`config.mk`:
```
export PLATFORM = sky130hd
export DESIGN_NAME = spi_arbiter
export DESIGN_NICKNAME = d
export VERILOG_FILES = /design/src/rtl/spi_arbiter.sv
export SDC_FILE = /design/constraint.sdc
export NUM_CORES = 1
export LEC_CHECK = 0
export ABC_AREA = 1
export BUFFER_PORTS_ARGS = -buffer_cell sky130_fd_sc_hd__buf_4
export CAP_MARGIN = 20
export CORE_MARGIN = 8
export CORE_UTILIZATION = 23
export CTS_BUF_LIST = sky130_fd_sc_hd__clkbuf_16
export DETAILED_ROUTE_END_ITERATION = 10
export SLEW_MARGIN = 20
export SYNTH_ARGS = -nofsm -noshare
export SYNTH_HDL_FRONTEND = slang
export SYNTH_SLANG_ARGS = --single-unit
```
`constraint.sdc`:
```
create_clock -name clk -period 3.5 [get_ports clk]
set_input_delay 0.35 -clock clk [delete_from_list [all_inputs] [get_ports clk]]
set_output_delay 0.35 -clock clk [all_outputs]
set_load 0.05 [all_outputs]
```
`src/rtl/spi_arbiter.sv`:
```
`default_nettype none
// +----------------------------------------------------------------------------+
// | Module      : spi_arbiter                                                  |
// | Description : Round-robin transaction controller sharing one spi_core      |
// |               between NREQ requesters. Grants per transaction, drives the  |
// |               owner's slave select, issues one word at a time to the core  |
// |               and returns each received word to the owner.                 |
// | Revision    : 1.0 - initial release                                        |
// +----------------------------------------------------------------------------+
module spi_arbiter #(
   parameter int DWIDTH   = 8,
   parameter int NREQ     = 2,
   parameter int SS_SETUP = 2,
   parameter int SS_GAP   = 3
) (
   input  logic                     clk,
   input  logic                     rst,
   input  logic [NREQ-1:0]          req_valid,
   input  logic [NREQ-1:0]          req_last,
   input  logic [NREQ*DWIDTH-1:0]   req_data,
   output logic [NREQ-1:0]          req_ready,
   output logic [DWIDTH-1:0]        rsp_data,
   output logic [NREQ-1:0]          rsp_valid,
   output logic [NREQ-1:0]          grant,
   output logic                     busy,
   output logic [NREQ-1:0]          ss_n,
   output logic                     core_cs,
   output logic                     core_wr,
   output logic                     core_rd,
   output logic [DWIDTH-1:0]        core_din,
   input  logic [DWIDTH-1:0]        core_dout,
   input  logic                     core_done
);

   localparam int              c_IW    = (NREQ > 1) ? $clog2(NREQ) : 1;
   localparam logic [c_IW:0]   c_NREQ  = (c_IW+1)'(NREQ);
   localparam logic [3:0]      c_SETUP = 4'(SS_SETUP);
   localparam logic [3:0]      c_GAP   = 4'(SS_GAP);
   localparam logic [NREQ-1:0] c_ONE   = NREQ'(1);

   localparam logic [2:0] c_IDLE      = 3'd0;
   localparam logic [2:0] c_SETUP_ST  = 3'd1;
   localparam logic [2:0] c_ISSUE     = 3'd2;
   localparam logic [2:0] c_WAIT_BUSY = 3'd3;
   localparam logic [2:0] c_WAIT_DONE = 3'd4;
   localparam logic [2:0] c_GAP_ST    = 3'd5;

   logic [2:0]        r_state;
   logic [2:0]        w_state_nxt;
   logic [c_IW-1:0]   r_ptr;
   logic [c_IW-1:0]   r_g;
   logic [3:0]        r_cnt;
   logic              r_last;
   logic [NREQ-1:0]   r_grant;
   logic [NREQ-1:0]   r_ss_n;
   logic              r_core_wr;
   logic [DWIDTH-1:0] r_core_din;
   logic [DWIDTH-1:0] r_rsp_data;
   logic [NREQ-1:0]   r_rsp_valid;

   logic [c_IW:0]     w_sum;
   logic [c_IW-1:0]   w_idx;
   logic [c_IW-1:0]   w_pick;
   logic              w_found;
   logic [c_IW:0]     w_ptr_sum;
   logic [c_IW-1:0]   w_ptr_nxt;
   logic [3:0]        w_cnt_dec;
   logic [NREQ-1:0]   w_g_oh;
   logic [NREQ-1:0]   w_pick_oh;
   logic [DWIDTH-1:0] w_word;
   logic              w_hs;

   // The counter saturates at zero; SETUP and GAP exit once the decremented value reaches zero,
   // so ss_n leads the first word by SS_SETUP clocks and the idle gap spans SS_GAP+1 clocks.
   assign w_cnt_dec = (r_cnt == 4'd0) ? 4'd0 : r_cnt - 4'd1;
   assign w_g_oh    = c_ONE << r_g;
   assign w_pick_oh = c_ONE << w_pick;
   assign w_word    = req_data[r_g*DWIDTH +: DWIDTH];
   assign w_hs      = (r_state == c_ISSUE) && req_valid[r_g];

   // Round-robin search: first valid requester at or above the pointer, wrapping.
   always_comb begin
      w_found   = 1'b0;
      w_pick    = '0;
      w_sum     = '0;
      w_idx     = '0;
      for (int i = 0; i < NREQ; i++) begin
         w_sum = {1'b0, r_ptr} + (c_IW+1)'(i);
         if (w_sum >= c_NREQ) w_sum = w_sum - c_NREQ;
         w_idx = w_sum[c_IW-1:0];
         if (!w_found && req_valid[w_idx]) begin
            w_found = 1'b1;
            w_pick  = w_idx;
         end
      end
      w_ptr_sum = {1'b0, w_pick} + (c_IW+1)'(1);
      w_ptr_nxt = (w_ptr_sum >= c_NREQ) ? '0 : w_ptr_sum[c_IW-1:0];
   end

   // State register.
   always_ff @(posedge clk or negedge rst) begin
      if (!rst) r_state <= c_IDLE;
      else      r_state <= w_state_nxt;
   end

   // Next-state logic.
   always_comb begin
      w_state_nxt = r_state;
      case (r_state)
         c_IDLE:      if (w_found)                            w_state_nxt = c_SETUP_ST;
         c_SETUP_ST:  if ((w_cnt_dec == 4'd0) && core_done)   w_state_nxt = c_ISSUE;
         c_ISSUE:     if (w_hs)                               w_state_nxt = c_WAIT_BUSY;
         c_WAIT_BUSY: if (!core_done)                         w_state_nxt = c_WAIT_DONE;
         c_WAIT_DONE: if (core_done)                          w_state_nxt = r_last ? c_GAP_ST : c_ISSUE;
         c_GAP_ST:    if (w_cnt_dec == 4'd0)                  w_state_nxt = c_IDLE;
         default:                                             w_state_nxt = c_IDLE;
      endcase
   end

   // Registered datapath: grant/select, counter, core write strobe and response capture.
   always_ff @(posedge clk or negedge rst) begin
      if (!rst) begin
         r_ptr       <= '0;
         r_g         <= '0;
         r_cnt       <= '0;
         r_last      <= 1'b0;
         r_grant     <= '0;
         r_ss_n      <= '1;
         r_core_wr   <= 1'b0;
         r_core_din  <= '0;
         r_rsp_data  <= '0;
         r_rsp_valid <= '0;
      end else begin
         r_core_wr   <= 1'b0;
         r_rsp_valid <= '0;
         case (r_state)
            c_IDLE: begin
               if (w_found) begin
                  r_g     <= w_pick;
                  r_grant <= w_pick_oh;
                  r_ss_n  <= ~w_pick_oh;
                  r_cnt   <= c_SETUP;
                  r_ptr   <= w_ptr_nxt;
               end
            end
            c_SETUP_ST: r_cnt <= w_cnt_dec;
            c_ISSUE: begin
               if (w_hs) begin
                  r_core_din <= w_word;
                  r_core_wr  <= 1'b1;
                  r_last     <= req_last[r_g];
               end
            end
            c_WAIT_DONE: begin
               if (core_done) begin
                  r_rsp_data  <= core_dout;
                  r_rsp_valid <= w_g_oh;
                  if (r_last) begin
                     r_ss_n  <= '1;
                     r_grant <= '0;
                     r_cnt   <= c_GAP;
                  end
               end
            end
            c_GAP_ST: r_cnt <= w_cnt_dec;
            default: ;
         endcase
      end
   end

   // Combinational outputs decoded from the current state.
   always_comb begin
      req_ready = '0;
      if (r_state == c_ISSUE) req_ready = req_valid & w_g_oh;
      busy = (r_state != c_IDLE);
   end

   assign grant     = r_grant;
   assign ss_n      = r_ss_n;
   assign core_cs   = r_core_wr;
   assign core_wr   = r_core_wr;
   assign core_rd   = 1'b0;
   assign core_din  = r_core_din;
   assign rsp_data  = r_rsp_data;
   assign rsp_valid = r_rsp_valid;

endmodule
`default_nettype wire

```
==> impl_metrics.env, run 1 <==
export IMPL_finalCritPeriodShare_pct=57.54
export IMPL_power_frac_comb_pct=54.6
export IMPL_netlist_instances=184
export IMPL_p_per_area_nw_per_um2=1055
export IMPL_grt_pass1_vias=1480
export IMPL_fin_crit_ns=2.014
export IMPL_netlist_area_leader_share_pct=47.40
export IMPL_numCtsBuffers=5
export IMPL_grt_pass1_wl_um=6561
export IMPL_placed_area_um2=2151
export IMPL_drt_iter0_markers=30
export IMPL_route_detailed_drc=0
export IMPL_synth_edf_count=0
export IMPL_wl_um=3878
export IMPL_die_area_um2=10070
export IMPL_die_h_um=100.4
export IMPL_core_um2=6832
export IMPL_ys_seq_elements=33
export IMPL_r2r_setup_slack_ns=1.74
export IMPL_dpl_hpwl_um=3074
export IMPL_fmax_mhz=496.6
export IMPL_final_hold_violation_count=0
export IMPL_swShare_pct=49.10
export IMPL_syn_area_per_cell_um2=8.894
export IMPL_ys_seq_area_share_pct=50.61
export IMPL_cts_reportedPaths_clkPinSlew_ns=0.05
export IMPL_num_io_pins=59
export IMPL_clkLatencyLatePin_ns=0.27
export IMPL_fin_nets=275
export IMPL_groute_usage_overall_pct=8.094
export IMPL_die_x_um=100.4
export IMPL_finalSetupViolations=0
export IMPL_ys_types=26
export IMPL_syn_num_nets=216
export IMPL_slew_violations=0
export IMPL_cts_tree="yes"
export IMPL_drive_gt1_share_pct=33.61
export IMPL_cp_required_ns=3.15
export IMPL_place_congestion=0.7599
export IMPL_final_area_um2=2293
export IMPL_layoutNonFillerInstCount=340
export IMPL_crit_type="flip-flop to primary output"
export IMPL_power_switching_w=0.001188
export IMPL_grt_overflow=0
export IMPL_startpoint_type="flip-flop"
export IMPL_cts_hold_buf=0
export IMPL_cts_repair_resize_count=0
export IMPL_cts_sinks=33
export IMPL_wl_per_cell_um=11.41
export IMPL_h_tree_depth=2
export IMPL_p_leak_nw=1.167
export IMPL_rsz0062_at_grt="false"
export IMPL_crit_fanout=12
export IMPL_vdd_drop_max_mv=0.3938
export IMPL_yosysTopAreaCell="dfrtp_1"
export IMPL_critPathCaptureType="primary output"
export IMPL_antenna_cells=0
export IMPL_worstHoldPathType="input pin to asynchronous set/reset pin"
export IMPL_finalClockSkew_ns=0.005564
export IMPL_root_buffer="clkbuf_16"
export IMPL_ant_nets=0
export IMPL_r2r_end="r_last$_DFFE_PN0P_"
export IMPL_row_count=30
export IMPL_tns_ns=0
export IMPL_p_int_w=0.001232
export IMPL_ys_flop_type="dfrtp_1"
export IMPL_grt_max_degree=34
export IMPL_clkPwrFrac_pct=17.2
export IMPL_yosysWarnings=0
export IMPL_cp_data_arrival_time_ns=1.66
export IMPL_synthArstFlopShare_pct=100.0
export IMPL_total_power_w=0.002421
export IMPL_dr_total_vias=1361
export IMPL_firstDrtPassIters=4
export IMPL_dp_cells=332
export IMPL_status="complete, no violations"
export IMPL_synth_area_um2=1637
export IMPL_avgViaCountPerCell=4.003
export IMPL_max_cap_violations=0
export IMPL_antenna_found_initial=0
export IMPL_synth_area_leaders="dfrtp_1, nand2_1, nor2_1"
export IMPL_port_buffers=57
export IMPL_clk_path_buf_depth=2
export IMPL_rr_worst_depth=5
export IMPL_p_seq_share_pct=28.1
export IMPL_initial_core_util_pct=23.96
export IMPL_cts_setup_buffers=0
export IMPL_syn2layout_area_growth_pct=40.14
export IMPL_r2r_start="r_g$_DFFE_PN0P_"
cell families (layout without fill, tap and decap cells):
kind of cell | after synthesis | count (layout) | share of synthesized area (%)
DFF | 33 | 33 | 50.61
AOI/OAI and AO/OA | 21 | 21 | 8.105
other | 1 | 1 | 0.2291
and+or+nand+nor | 98 | 98 | 28.82
muxes | 8 | 8 | 5.505
adders and majority gates | 1 | 1 | 0.7644
buffers and inverters | 22 | 82 | 5.963
routing by layer:
metal / track usage [%] / up-vias / wire length (um)
li1: - / 704 / -
met1: 9.914 / 611 / 1824
met2: 12.31 / 42 / 1698
met3: 4.152 / 4 / 324
met4: 1.744 / 0 / 30
met5: 0 / - / 0
synthesized netlist by cell type (all sizes together) (2+ instances only):
master	number
nand3	11
buf	3
dfrtp	31
nor2	29
a31oi	10
nand2	57
mux2	8
a21oi	3
o21ai	6
dfstp	2
clkbuf	2
inv	17
power by group through the flow:
| stage | Combinational (W) | Sequential [W] | Clock (W) |
|---|---|---|---|
| 2_1_floorplan | 0.000596 | 0.00107 | 0 |
| 3_3_place_gp | 0.00133 | 0.000681 | 0 |
| 3_5_place_dp | 0.00134 | 0.000683 | 0 |
| 4_1_cts | 0.00134 | 0.000682 | 0.000428 |
| 5_1_grt | 0.00143 | 0.000706 | 0.000444 |
| 6_report | 0.00132 | 0.000681 | 0.000417 |
state kept, by name (all words and copies together), names as in the netlist:
name	count
r_g	1
r_last	1
ss_n	2
r_ptr	1
rsp_valid	2
rsp_data	8
core_din	8
r_state	3
grant	2
core_cs	1
r_cnt	4
worst max-delay path: stages (launching register included):
cell     delay [ns]
dfrtp_1        0.50
inv_1          0.33
nand2_1        0.19
nor2_1         0.15
buf_4          0.21
through the flow:
step	util [%]	hold slack [ns]	setup WS, ns
floorplan	-	0.05441	1.785
global placement	31.48	0.3201	1.816
detailed placement	31.48	0.3204	1.735
CTS	33.57	0.02621	1.478
global route	33.57	0.04826	1.347
finish	33.57	0.01031	1.486
worst max-delay path by stage:
stage | startpoint | endpoint | slack (ns) | cells after the start
after floorplan | r_state[2]$_DFFE_PN0P_ | req_ready[0] | 1.79 | 3
after global placement | r_g$_DFFE_PN0P_ | req_ready[0] | 1.82 | 4
after detailed placement | r_g$_DFFE_PN0P_ | core_din[2]$_DFFE_PN0P_ | 1.73 | 5
after CTS | r_g$_DFFE_PN0P_ | req_ready[0] | 1.48 | 4
after global routing | r_g$_DFFE_PN0P_ | req_ready[0] | 1.35 | 4
final | r_g$_DFFE_PN0P_ | req_ready[0] | 1.49 | 4
layout make-up:
class / count / area (um^2)
timing repair buffer: 57 / 427.9
multi-input combinational: 129 / 710.7
sequential: 33 / 828.3
inverter: 17 / 63.81
tap: 96 / 120.1
fill: 746 / 4538
clock buffer: 5 / 125.1
clock inverter: 3 / 17.52
layout by cell type (no fill, tap or decap):
cell / n
nor2_2: 1
a21oi_4: 1
o22ai_1: 1
inv_2: 3
inv_1: 14
nand2_1: 50
a21oi_1: 2
o211ai_1: 1
nand2_4: 4
mux2_1: 8
dfstp_2: 2
o21ai_1: 2
nor2_1: 26
clkinv_4: 1
o21ai_0: 4
nand3_1: 10
nand2_2: 3
nor2_8: 2
clkbuf_16: 5
nand3_2: 1
dfrtp_1: 31
a31oi_1: 10
conb_1: 1
clkinv_2: 1
ha_1: 1
buf_4: 57
clkinv_1: 1
nor3_4: 1
(Power assumes the default switching activity.)
==> run 2, diff against run 1 <==
clock period = 1.9 ns   (was 3.5 ns; I/O delays follow)
==> impl_metrics.env, run 2 (same netlist as run 1, synthesis figures left out) <==
export IMPL_final_cell_mix="buf_4, nand2_1, dfrtp_1"
export IMPL_die_x_um=100.4
export IMPL_fmax_mhz=627.8
export IMPL_cts_repair_resize_count=0
export IMPL_worstHoldPathCells=2
export IMPL_slew_violations=0
export IMPL_status="complete, no violations"
export IMPL_die_area_um2=10070
export IMPL_grt_max_degree=34
export IMPL_dr_total_vias=1369
export IMPL_vdd_drop_max_mv=0.7648
export IMPL_place_congestion=0.8257
export IMPL_slowest_stage="dfrtp_1"
export IMPL_root_buffer="clkbuf_16"
export IMPL_cts_tree="yes"
export IMPL_max_cap_violations=0
export IMPL_finalCritPeriodShare_pct=83.84
export IMPL_power_switching_w=0.002182
export IMPL_avgViaCountPerCell=3.991
export IMPL_r2r_setup_slack_ns=0.31
export IMPL_grt_overflow=0
export IMPL_wl_per_cell_um=11.14
export IMPL_power_frac_comb_pct=54.4
export IMPL_antenna_found_initial=0
export IMPL_wl_um=3822
export IMPL_clkPwrFrac_pct=19.3
export IMPL_grt_pass1_wl_um=6679
export IMPL_worstHoldPathType="input pin to flip-flop"
export IMPL_cp_top_family="simple AND/OR/NAND/NOR gates"
export IMPL_fin_crit_ns=1.593
export IMPL_clk_path_buf_depth=2
export IMPL_initial_core_util_pct=23.96
export IMPL_syn2layout_area_growth_pct=42.89
export IMPL_finalClockSkew_ns=0.004862
export IMPL_num_io_pins=59
export IMPL_rr_worst_depth=9
export IMPL_grt_pass1_vias=1468
export IMPL_core_um2=6832
export IMPL_p_seq_share_pct=26.3
export IMPL_firstDrtPassIters=4
export IMPL_h_tree_depth=2
export IMPL_clkLatencyLatePin_ns=0.28
export IMPL_die_h_um=100.4
export IMPL_final_common_cell="buf_4"
export IMPL_numCtsBuffers=5
export IMPL_startpoint_type="flip-flop"
export IMPL_crit_cells=9
export IMPL_tns_ns=0
export IMPL_path_buf_inv=1
export IMPL_cp_data_arrival_time_ns=1.76
export IMPL_p_per_area_nw_per_um2=1971
export IMPL_fin_nets=278
export IMPL_final_hold_violation_count=0
export IMPL_critPathCaptureType="flip-flop"
export IMPL_path_cells="inv_1 -> ha_1 -> nand3_1 -> a21oi_1 -> nand3_1 -> nand2_1 -> nand2_1 -> nand2_1 -> nand2_1"
export IMPL_ant_nets=0
export IMPL_swShare_pct=47.33
export IMPL_crit_type="flip-flop to flip-flop"
export IMPL_cts_reportedPaths_clkPinSlew_ns=0.05
export IMPL_total_power_w=0.004609
export IMPL_route_detailed_drc=0
export IMPL_p_int_w=0.002427
export IMPL_dpl_hpwl_um=3086
export IMPL_cp_common_cell="nand2_1"
export IMPL_cts_sinks=33
export IMPL_drive_gt1_share_pct=33.60
export IMPL_max_stage_delay_ns=0.39
export IMPL_finalSetupViolations=0
export IMPL_groute_usage_overall_pct=8.295
export IMPL_port_buffers=57
export IMPL_drt_iter0_markers=47
export IMPL_row_count=30
export IMPL_rsz0062_at_grt="false"
export IMPL_p_leak_nw=1.192
export IMPL_cp_required_ns=2.06
export IMPL_antenna_cells=0
export IMPL_crit_fanout=5
-- run 2: cell types whose count changed in the layout (fill, tap and decap cells not counted) --
cell,change
buf_4,+2
bufinv_16,+1
clkinv_2,-1
clkinv_4,-1
dlygate4sd3_1,+1
inv_1,+1
-- run 2: cell type report --
| cell class | instances | area [um^2] |
|---|---|---|
| inverters | 17 | 63.81 |
| well taps | 96 | 120.1 |
| repair buffers | 60 | 452.9 |
| flip-flops and latches | 33 | 828.3 |
| multi-input cells | 129 | 710.7 |
| fillers | 749 | 4493 |
| clock buffers | 5 | 125.1 |
| clock inverters | 3 | 37.54 |
-- run 2: what timing repair did --
item	4_1_cts	5_1_grt
hold buffers	1	0
buffers inserted	0	0
endpoints found under the hold margin	31	0
-- run 2: path summary, 6_finish.rpt --
check	from	endpoint
worst max-delay path	r_cnt[0]$_DFFE_PN0P_	r_state[0]$_DFFE_PN0P_
worst min-delay path	core_dout[3]	rsp_data[3]$_DFFE_PN0P_
worst max register to register	r_cnt[0]$_DFFE_PN0P_	r_state[0]$_DFFE_PN0P_
worst min register to register	ss_n[0]$_DFFE_PN1P_	ss_n[0]$_DFFE_PN1P_
max in group asynchronous	rst	ss_n[1]$_DFFE_PN1P_
min in group asynchronous	rst	core_din[2]$_DFFE_PN0P_
-- run 2: layer usage --
| layer | wire length [um] | track usage, % | part of all wire [%] |
|---|---|---|---|
| met5 | 0 | 0 | 0 |
| met4 | 59 | 3.140 | 1.5 |
| met3 | 447 | 5.467 | 12 |
| met2 | 1653 | 12.31 | 43 |
| met1 | 1662 | 9.203 | 43 |
-- run 2: stage by stage --
step	hold WS (ns)	setup WS (ns)	cell area, um^2	instances	util (%)
2_1_floorplan	-0.1056	0.3451	1637	184	-
3_3_place_gp	0.1573	0.3815	2166	334	31.70
3_5_place_dp	0.1620	0.3155	2166	334	31.70
4_1_cts	0.1202	0.3032	2338	343	34.23
5_1_grt	0.1238	0.1125	2338	343	34.23
6_report	0.1241	0.3070	2338	343	34.23
-- run 2: power groups by stage --
stage / sequential [W] / clock [W] / combinational (W)
finish: 0.00121 / 0.000889 / 0.00251
global route: 0.00126 / 0.000939 / 0.00274
CTS: 0.00122 / 0.000909 / 0.00255
detailed placement: 0.00122 / 0 / 0.00255
global placement: 0.00122 / 0 / 0.00252
floorplan: 0.00196 / 0 / 0.00110
==> run 3, diff against run 2 <==
clock period = 1.4 ns   (was 1.9 ns; I/O delays follow)
==> impl_metrics.env, run 3 (same netlist as run 1, synthesis figures left out) <==
export IMPL_die_area_um2=10070
export IMPL_crit_fanout=7
export IMPL_grt_pass1_wl_um=7038
export IMPL_r2r_end="rsp_data[0]$_DFFE_PN0P_"
export IMPL_wl_met2_um=2091
export IMPL_avgViaCountPerCell=4.133
export IMPL_status="complete, no violations"
export IMPL_finalSetupViolations=0
export IMPL_layoutNonFillerInstCount=361
export IMPL_final_area_um2=2664
export IMPL_r2r_setup_slack_ns=0.02
export IMPL_cp_required_ns=1.56
export IMPL_cts_sinks=33
export IMPL_clkLatencyLatePin_ns=0.28
export IMPL_port_buffers=57
export IMPL_highest_layer="met4"
export IMPL_rsz0062_at_grt="true"
export IMPL_utilization_pct=38.99
export IMPL_syn2layout_area_growth_pct=62.77
export IMPL_critPathCaptureType="flip-flop"
export IMPL_row_count=30
export IMPL_r2r_start="r_state[1]$_DFFE_PN0P_"
export IMPL_multi_input_area_um2=862.1
export IMPL_numCtsBuffers=5
export IMPL_wl_met3_um=402
export IMPL_worstHoldPathCells=2
export IMPL_dr_total_vias=1492
export IMPL_grt_pass1_vias=1539
export IMPL_ant_nets=0
export IMPL_cp_data_arrival_time_ns=1.54
export IMPL_slew_violations=0
export IMPL_h_tree_depth=2
export IMPL_cts_tree="yes"
export IMPL_antenna_found_initial=0
export IMPL_regArea_um2=829.5
export IMPL_final_cell_mix="buf_4, nand2_1, dfrtp_1"
export IMPL_max_cap_violations=0
export IMPL_worstHoldPathType="input pin to flip-flop"
export IMPL_fin_crit_ns=1.381
export IMPL_rr_worst_depth=5
export IMPL_tns_ns=0
export IMPL_grt_overflow=0
export IMPL_placed_area_um2=2238
export IMPL_dp_cells=342
export IMPL_finalCritPeriodShare_pct=98.61
export IMPL_drt_iter0_markers=36
export IMPL_p_leak_nw=1.333
export IMPL_startpoint_type="flip-flop"
export IMPL_cts_reportedPaths_clkPinSlew_ns=0.05
export IMPL_wirelength_met1_um=1827
export IMPL_fmax_mhz=724.3
export IMPL_route_detailed_drc=0
export IMPL_groute_usage_overall_pct=8.792
export IMPL_clk_path_buf_depth=2
export IMPL_antenna_cells=0
export IMPL_root_buffer="clkbuf_16"
export IMPL_core_um2=6832
export IMPL_vdd_drop_max_mv=1.107
export IMPL_wl_per_cell_um=12.12
export IMPL_die_x_um=100.4
export IMPL_grt_max_degree=34
export IMPL_min_to="rsp_data[3]$_DFFE_PN0P_"
export IMPL_p_per_area_nw_per_um2=2642
export IMPL_final_common_cell="buf_4"
export IMPL_final_hold_violation_count=0
export IMPL_num_io_pins=59
export IMPL_die_h_um=100.4
export IMPL_dpl_hpwl_um=3201
export IMPL_hold_ws_ns=0.09317
export IMPL_finalClockSkew_ns=0.006476
export IMPL_wl_um=4376
export IMPL_hold_start="core_dout[3]"
export IMPL_initial_core_util_pct=23.96
export IMPL_nFillCells=715
export IMPL_drive_gt1_share_pct=50.57
export IMPL_crit_type="flip-flop to flip-flop"
export IMPL_fin_nets=296
export IMPL_firstDrtPassIters=4
export IMPL_place_congestion=0.8359
[run 3: cell count changes in the layout (fill, tap and decap cells not counted), sizes merged]
cell,change
buf,+17
nand2,+1
[run 3: cell type report]
cell class,instances,share of cell area (%)
well taps,96,4.509
repair buffers,77,23.44
inverters,17,2.395
clock inverters,3,1.456
flip-flops and latches,33,31.14
multi-input cells,130,32.36
clock buffers,5,4.697
[run 3: worst max-delay path, cell delays in order (launching register included)]
cell and delay (ns):
dfrtp_2 0.43, inv_2 0.12, nand2_4 0.09, nor2_8 0.20, nand2_4 0.12, mux2_4 0.31
[run 3: worst max path at each step]
stage | from | endpoint | depth (start not counted)
2_1_floorplan | r_state[2]$_DFFE_PN0P_ | req_ready[0] | 3
3_3_place_gp | r_cnt[0]$_DFFE_PN0P_ | r_state[0]$_DFFE_PN0P_ | 11
3_5_place_dp | r_cnt[0]$_DFFE_PN0P_ | r_state[0]$_DFFE_PN0P_ | 11
4_1_cts | r_cnt[0]$_DFFE_PN0P_ | r_state[0]$_DFFE_PN0P_ | 9
5_1_grt | r_cnt[1]$_DFFE_PN0P_ | r_state[0]$_DFFE_PN0P_ | 10
6_report | r_state[1]$_DFFE_PN0P_ | rsp_data[0]$_DFFE_PN0P_ | 5
[run 3: routing by layer]
metal  track usage (%)  up-vias
li1                  -      751
met1             9.827      689
met2             13.74       45
met3             4.844        7
met4             3.140        0
met5                 0        -
[run 3: report_power, final]
group	leakage (nW)	internal [W]	switching, W
clock	0.0850	0.000828	0.000382
combinational	0.850	0.00154	0.00262
sequential	0.398	0.00141	0.000257
total	1.33	0.00378	0.00326
[run 3: what timing repair did]
item                                    in CTS  in global routing
hold buffers                                 1                  0
pin swaps                                    0                  9
endpoints found under the hold margin       31                  0
gates resized for setup                     10                 36
gates cloned                                 0                  1
setup buffers                                3                  6
endpoints found under the setup margin       5                 18
[run 3: stage by stage]
step                      total power [W]  worst slack, ns
after floorplan                  0.004159          -0.1049
after global placement           0.005226          0.04832
after detailed placement         0.005276         -0.02069
after CTS                        0.006659         0.002762
after global routing             0.007518         -0.07993
final                            0.007038          0.01939
